## config.mk

```make
export PLATFORM = sky130hd
export DESIGN_NAME = add_operand_sequencer
export DESIGN_NICKNAME = d
export VERILOG_FILES = /design/src/rtl/add_operand_sequencer.sv
export SDC_FILE = /design/constraint.sdc
export NUM_CORES = 1
export LEC_CHECK = 0
export CAP_MARGIN = 25
export CORE_MARGIN = 2
export CORE_UTILIZATION = 47
export CTS_BUF_LIST = sky130_fd_sc_hd__clkbuf_2 sky130_fd_sc_hd__clkbuf_4 sky130_fd_sc_hd__clkbuf_8
export DETAILED_ROUTE_END_ITERATION = 8
export PLACE_DENSITY = 0.82
export SKIP_LAST_GASP = 1
export SLEW_MARGIN = 20
export SYNTH_ARGS = -nofsm -noshare
export SYNTH_HDL_FRONTEND = slang
export SYNTH_SLANG_ARGS = --single-unit
```

## constraint.sdc

```tcl
create_clock -name clk -period 2.14 [get_ports clk]
set_clock_uncertainty 0.1 [all_clocks]
set_input_delay 0.321 -clock clk [delete_from_list [all_inputs] [get_ports clk]]
set_output_delay 0.321 -clock clk [all_outputs]
set_load 0.02 [all_outputs]
```

## src/rtl/add_operand_sequencer.sv

```systemverilog
// Serial A/B operand loader around an external combinational adder; registers the
// sum with locally derived carry/overflow flags and offers it on a valid/ready stream.
module add_operand_sequencer #(
   parameter int WIDTH   = 8,
   parameter int COUNT_W = 8
) (
   input  logic               clk,
   input  logic               rst_n,
   input  logic [WIDTH-1:0]   in_data,
   input  logic               in_valid,
   output logic               in_ready,
   output logic [WIDTH-1:0]   op_a,
   output logic [WIDTH-1:0]   op_b,
   input  logic [WIDTH-1:0]   sum,
   output logic [WIDTH-1:0]   out_data,
   output logic               out_carry,
   output logic               out_ovf,
   output logic               out_valid,
   input  logic               out_ready,
   output logic               busy,
   output logic [COUNT_W-1:0] add_count
);

   // state  | meaning
   // LOAD_A | waiting for operand A
   // LOAD_B | A held, waiting for operand B
   // ADD    | adder settling on op_a/op_b, result captured at next edge
   // HOLD   | result presented until out_ready
   typedef enum logic [1:0] {
      LOAD_A = 2'd0,
      LOAD_B = 2'd1,
      ADD    = 2'd2,
      HOLD   = 2'd3
   } state_t;

   state_t            state, state_nxt;
   logic [WIDTH-1:0]  a_reg, b_reg;
   logic              load_a, load_b, do_add, release_out;

   always_ff @(posedge clk or negedge rst_n) begin
      if (!rst_n) state <= LOAD_A;
      else        state <= state_nxt;
   end

   always_comb begin
      state_nxt   = state;
      in_ready    = 1'b0;
      busy        = 1'b1;
      load_a      = 1'b0;
      load_b      = 1'b0;
      do_add      = 1'b0;
      release_out = 1'b0;
      case (state)
         LOAD_A: begin
            in_ready = 1'b1;
            busy     = 1'b0;
            if (in_valid) begin
               load_a    = 1'b1;
               state_nxt = LOAD_B;
            end
         end
         LOAD_B: begin
            in_ready = 1'b1;
            if (in_valid) begin
               load_b    = 1'b1;
               state_nxt = ADD;
            end
         end
         ADD: begin
            do_add    = 1'b1;
            state_nxt = HOLD;
         end
         HOLD: begin
            if (out_ready) begin
               release_out = 1'b1;
               state_nxt   = LOAD_A;
            end
         end
         default: state_nxt = LOAD_A;
      endcase
   end

   always_ff @(posedge clk or negedge rst_n) begin
      if (!rst_n) begin
         a_reg <= '0;
         b_reg <= '0;
      end else begin
         if (load_a) a_reg <= in_data;
         if (load_b) b_reg <= in_data;
      end
   end

   // Flags come from the registered operands since the adder has no carry-out.
   always_ff @(posedge clk or negedge rst_n) begin
      if (!rst_n) begin
         out_data  <= '0;
         out_carry <= 1'b0;
         out_ovf   <= 1'b0;
         out_valid <= 1'b0;
         add_count <= '0;
      end else if (do_add) begin
         out_data  <= sum;
         out_carry <= (sum < a_reg);
         out_ovf   <= (a_reg[WIDTH-1] == b_reg[WIDTH-1]) && (sum[WIDTH-1] != a_reg[WIDTH-1]);
         out_valid <= 1'b1;
         add_count <= add_count + 1'b1;
      end else if (release_out) begin
         out_valid <= 1'b0;
      end
   end

   assign op_a = a_reg;
   assign op_b = b_reg;

endmodule
```

# Yosys cells after proc, flatten, opt, wreduce, memory -nomap -nowiden
# Index checks and enable logic that the tools add are counted.
totals:
  regBits: 37
  input_bits: 20
op_classes:
  addsub: 1
  magnitude_cmp: 1
  n_eq_ne: 8
  muxes: 14
  reduce_logical: 5
ops:
  columns: ["op", "n"]
  rows:
  - ["1-bit 2-to-1 mux", 10]
  - ["8-bit by 1-bit adder with 8-bit output, second input constant", 1]
  - ["8-bit < comparator", 1]
  - ["2-bit one-hot mux with 4 select lines", 1]
  - ["2-bit 2-to-1 mux", 3]
  - ["2-bit != test, second input constant", 3]
  - ["2-bit == test, second input constant", 2]
  - ["3-bit AND reduction", 1]
  - ["2-bit by 1-bit == test with 1-bit output, second input constant", 1]
  - ["2-bit logical NOT", 1]
  - ["2-bit nonzero test", 1]
  - ["2-bit OR reduction", 1]
  - ["1-bit == test", 1]
  - ["1-bit logical AND", 1]
  - ["1-bit != test", 1]

# Logic depth before layout (Yosys ltp)
# Gate-level depths: netlist (run 1).
depth:
  word_depth: 4
  ltp_mapped: 7

# Least setup slack after synthesis (run 1)
# Ideal clock, no wire load.
synth_timing:
  path_kind: "reg-to-reg"
  start: "register a_reg[7], in the netlist op_a[7]"
  end: "register out_carry"
  setup_time_ns: 0.129
  arrival_ns: 1.267
  t_required_ns: 1.911
  path_slack_ns: 0.644
  path_stages_with_launch: 7
  path_buffers: 0
  path_cell_list: "dfrtp_1 inv_1 ha_1 nand3_1 and4b_1 a21oi_1 nand2_1"
synth_via:
  elab_chain_len: 1
synth_lines:
  columns: ["item", "line_no", "text"]
  rows:
  - ["start: declaration", "37", "logic [WIDTH-1:0] a_reg, b_reg;"]
  - ["start signal: assignment", "88", "if (load_a) a_reg <= in_data;"]
  - ["8-bit < comparator", "103", "out_carry <= (sum < a_reg);"]
  - ["end signal: assignment", "103", null]
  - ["end: declaration", "16", "output logic out_carry,"]
# Every way passes these cells.
# A chain may end at the register's enable or synchronous reset.

# Worst setup path in the final report (run 1)
layout_timing:
  start: "register state[0]"
  end: "output port in_ready"
layout_via:
  elab_chain_len: 3
layout_lines:
  columns: ["item", "line_no", "text"]
  rows:
  - ["start: declaration", "36", "state_t state, state_nxt;"]
  - ["start signal: assignment", "42", "else state <= state_nxt;"]
  - ["2-bit by 1-bit == test with 1-bit output or 2-bit logical NOT (tied branches)", "53", "case (state)"]
  - ["2-bit OR reduction (no line) *", null, null]
  - ["1-bit 2-to-1 mux *", "53", null]
  - ["end: declaration", "11", "output logic in_ready,"]
# Every way passes the cells marked *; elsewhere a longest branch is shown, timed or not.

==> results.txt, run 1 <==
----------------------------------------------------
[Outcome]
  Run status ... finished clean

[Place]
  HPWL after DPL ... between 2000 and 3000 um
  # port buffers ... 56
  RePlAce Congestion ... 0.716
  Placed Cells ... 233

[Yosys]
  Async set or reset register ratio after synthesis ... 100%
  Cell count after synthesis ... 130
  Post-Synthesis Cell Area ... around 1700 um2
  Yosys top cell area share ... a little over half
  Number of warnings issued by yosys ... 0
  Cell type with the largest total area after synthesis ... sky130_fd_sc_hd__dfrtp_1
  Synth area leaders ... sky130_fd_sc_hd__dfrtp_1, sky130_fd_sc_hd__mux2_2, sky130_fd_sc_hd__ha_1
  EDFF count, synth ... 0
  Count of different cell masters after synthesis ... 23
  Synth Area per Inst ... 13.3 um2
  List of most frequent post-synthesis cells ... sky130_fd_sc_hd__dfrtp_1, sky130_fd_sc_hd__mux2_2, sky130_fd_sc_hd__ha_1, sky130_fd_sc_hd__inv_1
  Primary FF master, synth ... sky130_fd_sc_hd__dfrtp_1
  Net count after synthesis ... about 160
  Sequential element share of the synthesized area ... 53.7%
  Most instantiated library cell after synthesis ... sky130_fd_sc_hd__dfrtp_1
  Synthesized flop and latch total ... 37

[Critical path]
  Highest net fanout along the worst path ... 4
  Number of buffer and inverter instances along the worst setup path ... 3
  CP Launch Type ... flop
  Cell type with the highest occurrence count on the critical path ... sky130_fd_sc_hd__inv_1
  Signal arrival time at the worst endpoint ... between 1.5 and 2 ns
  Worst-path cell chain ... inv_1, ha_1, nor2_1, inv_1, dlygate4sd2_1
  Class of the most critical setup path ... reg -> out
  Slowest cell on the critical path ... sky130_fd_sc_hd__dfrtp_1
  Worst EP required ... 1.72 ns
  Minimum setup slack among reg-to-reg paths ... 0.36 ns
  Worst Setup End Kind ... output pin
  Largest delay share family, worst path ... buffers and inverters
  Highest cell delay on the worst timing path ... around 0.38 ns

[Cells and area]
  Multi-input logic area ... 732 um2
  Fraction of layout cells with a size suffix above 1 ... 21.8%
  Number of inserted filler cells in the final layout ... 250
  Post-route non-filler standard cell count ... 241
  Fin util ... 68.0%
  Number of antenna cells inserted ... 0
  FF/Latch Area ... 926 um2
  Nets ... roughly 230
  Layout area overhead ... 42.1%

[Hold path]
  Tightest Hold Check Type ... in -> async

[Die]
  Starting utilization of the core area ... 47.8%
  Die W ... between 60 and 70 um
  Top-level port count ... 57
  Core region area ... 3610 um2
  Height of the die ... about 65 um
  Floorplan die area ... 4170 um2
  Placement Rows ... 22

[Global route]
  Most Crowded Layer GR ... met2
  Total track usage ... 17.7%
  Met1 track demand over resource in global routing ... 17.6%
  First-pass GRT wire length ... around 5500 um
  Met3 usage in global routing ... 8.85%
  Initial antenna violation count ... 0
  Aggregate global routing overflow ... 0
  Number of global-route vias before repair ... roughly 1200
  Met2 GRT Util ... 31.5%
  Largest net degree at the start of global routing ... 38

[Flow run]
  Number of maximum-capacitance violations ... 0

[Pwr]
  Peak supply drop ... 1.06 mV
  Post-layout total power ... 4020 uW
  Leakage power figure ... 0.00110 uW
  Cell area power density ... 1640 nW/um2

[Detailed routing]
  Violation count after the first detailed-routing iteration ... 36
  Number of detailed-routing iterations run before antenna repair ... 4
  Number of remaining DRC errors ... 0
  Via count of the routed design ... 1185
  Drt via density ... 4.92
  Final WL ... between 3000 and 4000 um
  Antenna viol nets, final ... 0
  Wire per inst ... around 14 um

[Clock tree]
  CTS tree ... done
  Worst-skew pair later-pin latency ... 0.29 ns
  Cts-stage hold buffer count ... 0
  CTS sink count ... 37
  Setup bufs post-CTS ... 0
  Total clock buffers created by CTS ... 5
  Post-CTS resize count ... 1
  H-tree level count ... 2
  Register clock-pin slew on the reported worst setup and hold paths ... approximately 0.070 ns
  CTS root buffer ... sky130_fd_sc_hd__clkbuf_8
  Clock tree buffer depth ... 2

[STA]
  Setup repair after global routing missed its margin ... no
  Least-Margin Pin Slew ... 0.797 ns
  Worst Hold Slack ... 0.0141 ns
  Final slew viol count ... 0
  Final critical path time including I/O delays and setup ... 1.98 ns
  Achievable clock frequency ... slightly above 500 MHz
  Final sum of negative setup slack ... 0 ns
  Fraction of the cycle the final worst path needs ... just over 90%
  Final setup fails ... 0
  Hold violation total from the final report ... 0
  Worst slew margin ... between 40% and 50%

----------------------------------------------------
==> path summary, 6_finish.rpt <==
kind / from / end / depth (start not counted)
max: state[0]$_DFFE_PN0P_ / in_ready / 5
min: rst_n / add_count[0]$_DFFE_PN0P_ / 1
max reg2reg: state[0]$_DFFE_PN0P_ / out_carry$_DFFE_PN0P_ / 6
min reg2reg: add_count[7]$_DFFE_PN0P_ / add_count[7]$_DFFE_PN0P_ / 1
max in group asynchronous: rst_n / out_data[7]$_DFFE_PN0P_ / 1
min in group clk: add_count[7]$_DFFE_PN0P_ / add_count[7]$_DFFE_PN0P_ / 1
==> cells in the final DEF (no fill, tap or decap) <==
cell / n
sky130_fd_sc_hd__a2111oi_4: 1
sky130_fd_sc_hd__clkbuf_8: 6
sky130_fd_sc_hd__and4b_1: 1
sky130_fd_sc_hd__nand2_2: 2
sky130_fd_sc_hd__a21oi_1: 2
sky130_fd_sc_hd__inv_1: 13
sky130_fd_sc_hd__nand4_1: 2
sky130_fd_sc_hd__a21o_1: 1
sky130_fd_sc_hd__ha_1: 13
sky130_fd_sc_hd__clkdlybuf4s50_1: 53
sky130_fd_sc_hd__dlygate4sd2_1: 1
sky130_fd_sc_hd__nor2b_1: 1
sky130_fd_sc_hd__nor3_1: 2
sky130_fd_sc_hd__bufinv_16: 1
sky130_fd_sc_hd__xor2_1: 4
sky130_fd_sc_hd__o21ai_0: 1
sky130_fd_sc_hd__o311ai_1: 1
sky130_fd_sc_hd__nand2b_4: 1
sky130_fd_sc_hd__nand3_1: 5
sky130_fd_sc_hd__nor2_1: 4
sky130_fd_sc_hd__nand2_1: 5
sky130_fd_sc_hd__mux2_2: 27
sky130_fd_sc_hd__xnor2_1: 4
sky130_fd_sc_hd__dlymetal6s2s_1: 1
sky130_fd_sc_hd__clkbuf_4: 1
sky130_fd_sc_hd__buf_2: 1
sky130_fd_sc_hd__buf_4: 1
sky130_fd_sc_hd__o22ai_2: 1
sky130_fd_sc_hd__dfrtp_1: 37
==> cell families after synthesis <==
kind of cell | Yosys count | share of synthesized area, %
DFF | 37 | 53.7
muxes | 27 | 17.6
and+or+nand+nor | 23 | 7.18
buffers and inverters | 15 | 3.92
adders and majority gates | 13 | 9.43
xor gates and xnor gates | 8 | 4.06
AOI/OAI and AO/OA | 7 | 4.13
==> area by class of cell <==
| type | instances | area share (%) |
|---|---|---|
| Tap cell | 48 | 2.45 |
| Clock inverter | 1 | 1.23 |
| Inverter | 13 | 1.99 |
| Timing Repair Buffer | 57 | 23.0 |
| Clock buffer | 7 | 3.68 |
| Multi-Input combinational cell | 78 | 29.9 |
| Sequential cell | 37 | 37.8 |
==> layer usage <==
| layer | up-vias | routed length [um] |
|---|---|---|
| li1 | 563 | - |
| met1 | 575 | 1320 |
| met2 | 39 | 1640 |
| met3 | 8 | 277 |
| met4 | 0 | 53 |
| met5 | - | 0 |
==> metrics by stage <==
stage	instance area, um2	setup WS, ns
2_1_floorplan	1730	0.644
3_3_place_gp	2330	0.317
3_5_place_dp	2330	0.250
4_1_cts	2450	0.0285
5_1_grt	2450	0.0420
6_report	2450	0.160
==> power breakdown <==
part           total [uW]  internal (uW)  switching, uW  leakage (uW)
clock network         631            392            238     0.0000619
registers            1290           1040            254      0.000444
logic                2090           1100            994      0.000593
==> state kept, by name, indices dropped and copies added, names as in the netlist <==
| register | cells |
|---|---|
| add_count | 8 |
| op_a | 8 |
| op_b | 8 |
| out_carry | 1 |
| out_data | 8 |
| out_ovf | 1 |
| out_valid | 1 |
| state | 2 |
No activity file was read; power rests on OpenSTA's default activity.
==> inputs of run 2 (changes only) <==
--- a/config.mk
+++ b/config.mk
@@ -5,12 +5,13 @@
 export SDC_FILE = /design/constraint.sdc
 export NUM_CORES = 1
 export LEC_CHECK = 0
+export ABC_AREA = 1
 export CAP_MARGIN = 25
 export CORE_MARGIN = 2
-export CORE_UTILIZATION = 47
+export CORE_UTILIZATION = 51
 export CTS_BUF_LIST = sky130_fd_sc_hd__clkbuf_2 sky130_fd_sc_hd__clkbuf_4 sky130_fd_sc_hd__clkbuf_8
 export DETAILED_ROUTE_END_ITERATION = 8
-export PLACE_DENSITY = 0.82
+export PLACE_DENSITY = 0.87
 export SKIP_LAST_GASP = 1
 export SLEW_MARGIN = 20
 export SYNTH_ARGS = -nofsm -noshare
==> constraint.sdc (replaced) <==
create_clock -name clk -period 2.5 [get_ports clk]
set_clock_uncertainty 0.1 [all_clocks]
set_input_delay 0.375 -clock clk [delete_from_list [all_inputs] [get_ports clk]]
set_output_delay 0.375 -clock clk [all_outputs]
set_load 0.02 [all_outputs]
==> run 2 against run 1 <==
The flow now finishes with violations (negative hold slack). Clock power fell by 17%. Non-clock buffer count is the same. Sequential power fell by 18%. Count of clock-buffer cells in the layout fell by 2. Critical path depth shrank 1. Synthesized cell count rose by 53%. Worst setup slack improved by 0.16 ns. Sequential share of layout area shrank 0.12 points. Final area up 0.31%. Final cell count rose by 27%. Worst hold slack got worse by 0.020 ns. Utilization up 6.3 points. Critical path type unchanged. Critical endpoint is now busy. Largest cell class unchanged.
==> results.txt, run 2 <==
----------------------------------------------------
[Outcome]
  Run status ... complete, but fails checks
  Violated checks ... negative hold slack

[Cells and area]
  Commonest non-fill, non-tap cell in the layout ... sky130_fd_sc_hd__nand2_1
  Number of antenna cells inserted ... 0
  Layout area overhead ... 40.8%
  Fraction of layout cells with a size suffix above 1 ... approximately 5.4%
  Most used cells in the layout excluding fill and tap cells ... sky130_fd_sc_hd__nand2_1, sky130_fd_sc_hd__clkdlybuf4s50_1, sky130_fd_sc_hd__dfrtp_1
  Final non-filler cell area ... 2460 um2
  Nets ... 292

[Die]
  Top-level port count ... 57
  Height of the die ... 62.5 um
  Floorplan die area ... between 3000 and 4000 um2
  Starting utilization of the core area ... around 53%
  Core region area ... approximately 3300 um2
  Placement Rows ... 21
  Die W ... 62.5 um

[Detailed routing]
  Number of detailed-routing iterations run before antenna repair ... 5
  Violation count after the first detailed-routing iteration ... 91
  Wire per inst ... roughly 12 um
  Antenna viol nets, final ... 0
  Number of remaining DRC errors ... 0
  Final WL ... 3530 um
  Drt via density ... about 4.7
  Via count of the routed design ... 1453

[Critical path]
  Cell type with the highest occurrence count on the critical path ... sky130_fd_sc_hd__inv_1
  Worst reg-to-reg path cell count ... 7
  Highest net fanout along the worst path ... 4
  Critical path endpoint ... busy
  Crit path from ... state[0]$_DFFE_PN0P_
  CP Launch Type ... flop
  Slowest cell on the critical path ... sky130_fd_sc_hd__clkdlybuf4s50_1
  Worst Setup End Kind ... output pin
  Class of the most critical setup path ... reg -> out
  Minimum setup slack among reg-to-reg paths ... 0.90 ns
  Capture instance of the worst register-to-register path ... add_count[5]$_DFFE_PN0P_
  Worst EP required ... 2.03 ns
  Signal arrival time at the worst endpoint ... about 1.7 ns
  Highest cell delay on the worst timing path ... 0.60 ns
  Critical register-to-register path startpoint ... state[0]$_DFFE_PN0P_
  Worst-path cell chain ... inv_1, ha_1, inv_1, clkdlybuf4s50_1

[Yosys]
  Most instantiated library cell after synthesis ... sky130_fd_sc_hd__nand2_1
  Async set or reset register ratio after synthesis ... 100%
  List of most frequent post-synthesis cells ... sky130_fd_sc_hd__nand2_1, sky130_fd_sc_hd__dfrtp_1, sky130_fd_sc_hd__inv_1
  Sequential element share of the synthesized area ... 53.0%
  Post-Synthesis Cell Area ... 1750 um2
  Synthesized flop and latch total ... 37
  Primary FF master, synth ... sky130_fd_sc_hd__dfrtp_1
  Cell count after synthesis ... approximately 200
  EDFF count, synth ... 0
  Synth Area per Inst ... 8.78 um2
  Yosys top cell area share ... between 50% and 60%
  Count of different cell masters after synthesis ... 17
  Cell type with the largest total area after synthesis ... sky130_fd_sc_hd__dfrtp_1
  Synth area leaders ... sky130_fd_sc_hd__dfrtp_1, sky130_fd_sc_hd__nand2_1, sky130_fd_sc_hd__ha_1
  Net count after synthesis ... 232
  Number of warnings issued by yosys ... 0

[Clock tree]
  Post-CTS resize count ... 0
  Setup bufs post-CTS ... 0
  CTS sink count ... 37
  Register clock-pin slew on the reported worst setup and hold paths ... 0.12 ns
  Worst-skew pair later-pin latency ... 0.34 ns
  Clock tree buffer depth ... 2
  CTS root buffer ... sky130_fd_sc_hd__clkbuf_4
  CTS tree ... done
  Cts-stage hold buffer count ... 0
  Total clock buffers created by CTS ... 5
  H-tree level count ... 2

[Global route]
  Met1 track demand over resource in global routing ... 25.7%
  Largest net degree at the start of global routing ... 38
  Number of global-route vias before repair ... about 1500
  Met2 GRT Util ... 34.7%
  Met3 usage in global routing ... 6.31%
  Initial antenna violation count ... 0
  Aggregate global routing overflow ... 0
  Total track usage ... 20.7%
  First-pass GRT wire length ... 6410 um
  Most Crowded Layer GR ... met2

[Hold path]
  Tightest Hold Check Type ... in -> async

[STA]
  Final sum of negative setup slack ... 0 ns
  Hold violation total from the final report ... 12
  Final slew viol count ... 0
  Final critical path time including I/O delays and setup ... 2.18 ns
  Final setup fails ... 0
  Setup repair after global routing missed its margin ... no
  Worst Hold Slack ... -0.00615 ns
  Worst slew margin ... 47.6%
  Fraction of the cycle the final worst path needs ... 87.3%
  Least-Margin Pin Slew ... 0.786 ns
  Achievable clock frequency ... 458 MHz

[Place]
  # port buffers ... 56
  RePlAce Congestion ... 0.801
  Placed standard-cell area ... between 2000 and 2500 um2
  HPWL after DPL ... 2660 um

[Pwr]
  Peak supply drop ... 0.796 mV
  Cell area power density ... 1300 nW/um2
  Leakage power figure ... 0.00126 uW

[Flow run]
  Number of maximum-capacitance violations ... 0

----------------------------------------------------
run 2: cell types whose count changed after synthesis, moves of 3 or more:
| cell | change |
|---|---|
| sky130_fd_sc_hd__nand3_1 | -4 |
| sky130_fd_sc_hd__o21ai_0 | +20 |
| sky130_fd_sc_hd__xor2_1 | +3 |
| sky130_fd_sc_hd__inv_1 | +17 |
| sky130_fd_sc_hd__nand2_1 | +66 |
| sky130_fd_sc_hd__xnor2_1 | -4 |
| sky130_fd_sc_hd__mux2_2 | -27 |
run 2: worst max-delay path, delay by kind of cell (launching register included):
kind       cells  cell delay (ns)
buf+inv        3             0.75
flops          1             0.39
fa+ha+maj      1             0.23
run 2: layout make-up:
| cell class | instances | area (um2) |
|---|---|---|
| timing repair buffer | 57 | 566 |
| fill | 271 | 852 |
| sequential | 37 | 926 |
| clock buffer | 5 | 37.5 |
| inverter | 31 | 116 |
| multi-input combinational | 127 | 687 |
| clock inverter | 3 | 68.8 |
| tap | 46 | 57.6 |
run 2: per-stage QoR:
stage / worst slack, ns / instances / power, uW / hold slack, ns / utilization (%)
6_report: 0.318 / 306 / 3190 / -0.00615 / 74.3
5_1_grt: 0.219 / 306 / 3450 / 0.0562 / 74.3
4_1_cts: 0.0786 / 306 / 3220 / 0.00616 / 74.2
3_5_place_dp: 0.470 / 298 / 2690 / 0.358 / 71.0
3_3_place_gp: 0.501 / 298 / 2640 / 0.352 / 71.0
2_1_floorplan: 1.01 / 199 / 1960 / -0.0206 / -
run 2: cell families after synthesis:
logic type	after synthesis	share of synthesized area, %
AO/OA/AOI/OAI	26	8.24
buffers and inverters	35	7.66
XOR/XNOR	7	3.51
AND/OR/NAND/NOR	81	18.3
flip-flops	37	53.0
adder cells (fa/ha/maj)	13	9.31
run 2: how the worst min path moves through the flow:
stage	endpoint	slack [ns]	cells after the start
final	out_data[7]$_DFFE_PN0P_	-0.006	1
after global routing	out_data[7]$_DFFE_PN0P_	0.06	1
after CTS	out_data[7]$_DFFE_PN0P_	0.006	1
after detailed placement	out_data[7]$_DFFE_PN0P_	0.36	2
after global placement	out_data[7]$_DFFE_PN0P_	0.35	2
after floorplan	add_count[0]$_DFFE_PN0P_	-0.02	0
run 2: where the power goes:
group / internal (uW) / leakage [uW] / total, uW / switching [uW]
clock network: 315 / 0.0000558 / 524 / 210
logic: 726 / 0.000746 / 1610 / 883
registers: 862 / 0.000462 / 1060 / 199
run 2: per-layer routing:
layer / vias to the layer above / part of all wire, %
met3: 8 / 5.7
met5: - / 0
li1: 731 / -
met4: 0 / 1.6
met1: 670 / 44
met2: 44 / 48
==> inputs of run 3 (changes only) <==
--- a/config.mk
+++ b/config.mk
@@ -8,10 +8,9 @@
 export ABC_AREA = 1
 export CAP_MARGIN = 25
 export CORE_MARGIN = 2
-export CORE_UTILIZATION = 51
+export CORE_UTILIZATION = 35
 export CTS_BUF_LIST = sky130_fd_sc_hd__clkbuf_2 sky130_fd_sc_hd__clkbuf_4 sky130_fd_sc_hd__clkbuf_8
 export DETAILED_ROUTE_END_ITERATION = 8
-export PLACE_DENSITY = 0.87
 export SKIP_LAST_GASP = 1
 export SLEW_MARGIN = 20
 export SYNTH_ARGS = -nofsm -noshare
==> run 3 against run 2 <==
The run now ends clean. Sequential share of layout area is 0.57 points lower. Register-to-register slack barely moved. Via count fell by 6.6%. Critical endpoint is now in_ready. Largest cell class unchanged.
==> results.txt, run 3 (synthesis gave the netlist of run 2 again) <==
----------------------------------------------------
[Flow run]
  Number of maximum-capacitance violations ... 0

[Cells and area]
  Most used cells in the layout excluding fill and tap cells ... sky130_fd_sc_hd__nand2_1, sky130_fd_sc_hd__clkdlybuf4s50_1, sky130_fd_sc_hd__dfrtp_1
  Fin util ... 52.5%
  Fraction of layout cells with a size suffix above 1 ... roughly 5.4%
  Commonest non-fill, non-tap cell in the layout ... sky130_fd_sc_hd__nand2_1
  Nets ... about 300
  Layout area overhead ... 42.9%
  Post-route non-filler standard cell count ... 327
  Number of antenna cells inserted ... 0

[STA]
  Least-Margin Pin Slew ... 0.815 ns
  Fraction of the cycle the final worst path needs ... 93.8%
  Final sum of negative setup slack ... 0 ns
  Hold violation total from the final report ... 0
  Final slew viol count ... 0
  Final setup slack of the worst path ... 0.156 ns
  Setup repair after global routing missed its margin ... no
  Final setup fails ... 0
  Achievable clock frequency ... 427 MHz
  Final critical path time including I/O delays and setup ... between 2 and 2.5 ns
  Worst slew margin ... 45.7%

[Global route]
  Initial antenna violation count ... 0
  Number of global-route vias before repair ... 1227
  Aggregate global routing overflow ... 0
  Largest net degree at the start of global routing ... 38
  Total track usage ... between 10% and 20%
  First-pass GRT wire length ... 5710 um

[Pwr]
  Cell area power density ... approximately 1300 nW/um2
  Peak supply drop ... 0.538 mV
  Post-layout total power ... 3200 uW
  Leakage power figure ... 0.00126 uW

[Place]
  RePlAce Congestion ... 0.723
  HPWL after DPL ... 2650 um
  DP Worst Slack ... 0.461 ns
  Placed Cells ... 319
  # port buffers ... 56

[Die]
  Height of the die ... 74.6 um
  Die W ... 74.6 um
  Core region area ... between 4000 and 5000 um2
  Top-level port count ... 57
  Floorplan die area ... 5570 um2
  Placement Rows ... 25
  Starting utilization of the core area ... 36.7%

[Clock tree]
  Setup bufs post-CTS ... 0
  Cts-stage hold buffer count ... 0
  Worst-skew pair later-pin latency ... 0.28 ns
  Clock tree buffer depth ... 2
  H-tree level count ... 2
  CTS root buffer ... sky130_fd_sc_hd__clkbuf_8
  Register clock-pin slew on the reported worst setup and hold paths ... around 0.08 ns
  Post-CTS resize count ... 0
  CTS tree ... done
  CTS sink count ... 37
  Total clock buffers created by CTS ... 5

[Hold path]
  Tightest Hold Check Type ... in -> async

[Detailed routing]
  Drt via density ... 4.15
  Number of remaining DRC errors ... 0
  Wire per inst ... 10.8 um
  Via count of the routed design ... 1357
  Violation count after the first detailed-routing iteration ... 100
  Antenna viol nets, final ... 0
  Number of detailed-routing iterations run before antenna repair ... 4
  Final WL ... about 3500 um

[Critical path]
  Class of the most critical setup path ... reg -> out
  Worst Setup End Kind ... output pin
  Worst EP required ... 2.03 ns
  Highest net fanout along the worst path ... 4
  Signal arrival time at the worst endpoint ... 1.87 ns
  CP Launch Type ... flop

[Outcome]
  Run status ... finished clean

----------------------------------------------------
run 3: cell count changes in the layout (fill, tap and decap cells not counted), sizes merged:
cell,change
bufinv,-1
clkbuf,+1
clkdlybuf4s50,+1
clkinvlp,+1
dlymetal6s2s,-1
inv,-1
run 3: final timing paths:
path | from | endpoint | slack, ns | cells past startpoint
setup / recovery | state[0]$_DFFE_PN0P_ | in_ready | 0.16 | 4
hold / removal | rst_n | add_count[4]$_DFFE_PN0P_ | 0.07 | 1
setup reg to reg | state[0]$_DFFE_PN0P_ | add_count[5]$_DFFE_PN0P_ | 0.89 | 7
hold reg to reg | out_data[4]$_DFFE_PN0P_ | out_data[4]$_DFFE_PN0P_ | 0.37 | 2
max in group asynchronous | rst_n | op_a[1]$_DFFE_PN0P_ | 1.71 | 1
min in group clk | out_data[4]$_DFFE_PN0P_ | out_data[4]$_DFFE_PN0P_ | 0.37 | 2
run 3: critical path, cell delays in order, from the launching register on:
cell and delay (ns):
sky130_fd_sc_hd__dfrtp_1 0.38, sky130_fd_sc_hd__inv_1 0.10, sky130_fd_sc_hd__ha_1 0.23, sky130_fd_sc_hd__or2_2 0.33, sky130_fd_sc_hd__clkdlybuf4s50_1 0.55
run 3: cell type report:
type,count,area (um2)
tap,67,83.8
fill,450,2260
multi-input combinational,127,687
inverter,31,116
clock buffer,6,82.6
timing repair buffer,57,563
sequential,37,926
clock inverter,2,37.5
run 3: metrics by stage:
| step | hold WS [ns] | area, um2 |
|---|---|---|
| after CTS | 0.0966 | 2500 |
| after floorplan | -0.0206 | 1750 |
| after detailed placement | 0.358 | 2380 |
| after global placement | 0.353 | 2380 |
| final | 0.0666 | 2500 |
| after global routing | 0.134 | 2500 |
run 3: where the power goes:
part | total, uW | switching [uW] | internal, uW
clock | 542 | 218 | 324
sequential | 1060 | 193 | 864
combinational | 1600 | 874 | 726
total | 3200 | 1280 | 1910
run 3: per-layer routing:
metal  track usage [%]  up-vias  share of wire (%)
met4              4.76        0               0.65
met2              19.7       37                 44
met1              19.2      588                 49
met3              5.22        2                6.3
li1                  -      730                  -
met5                 0        -                  0
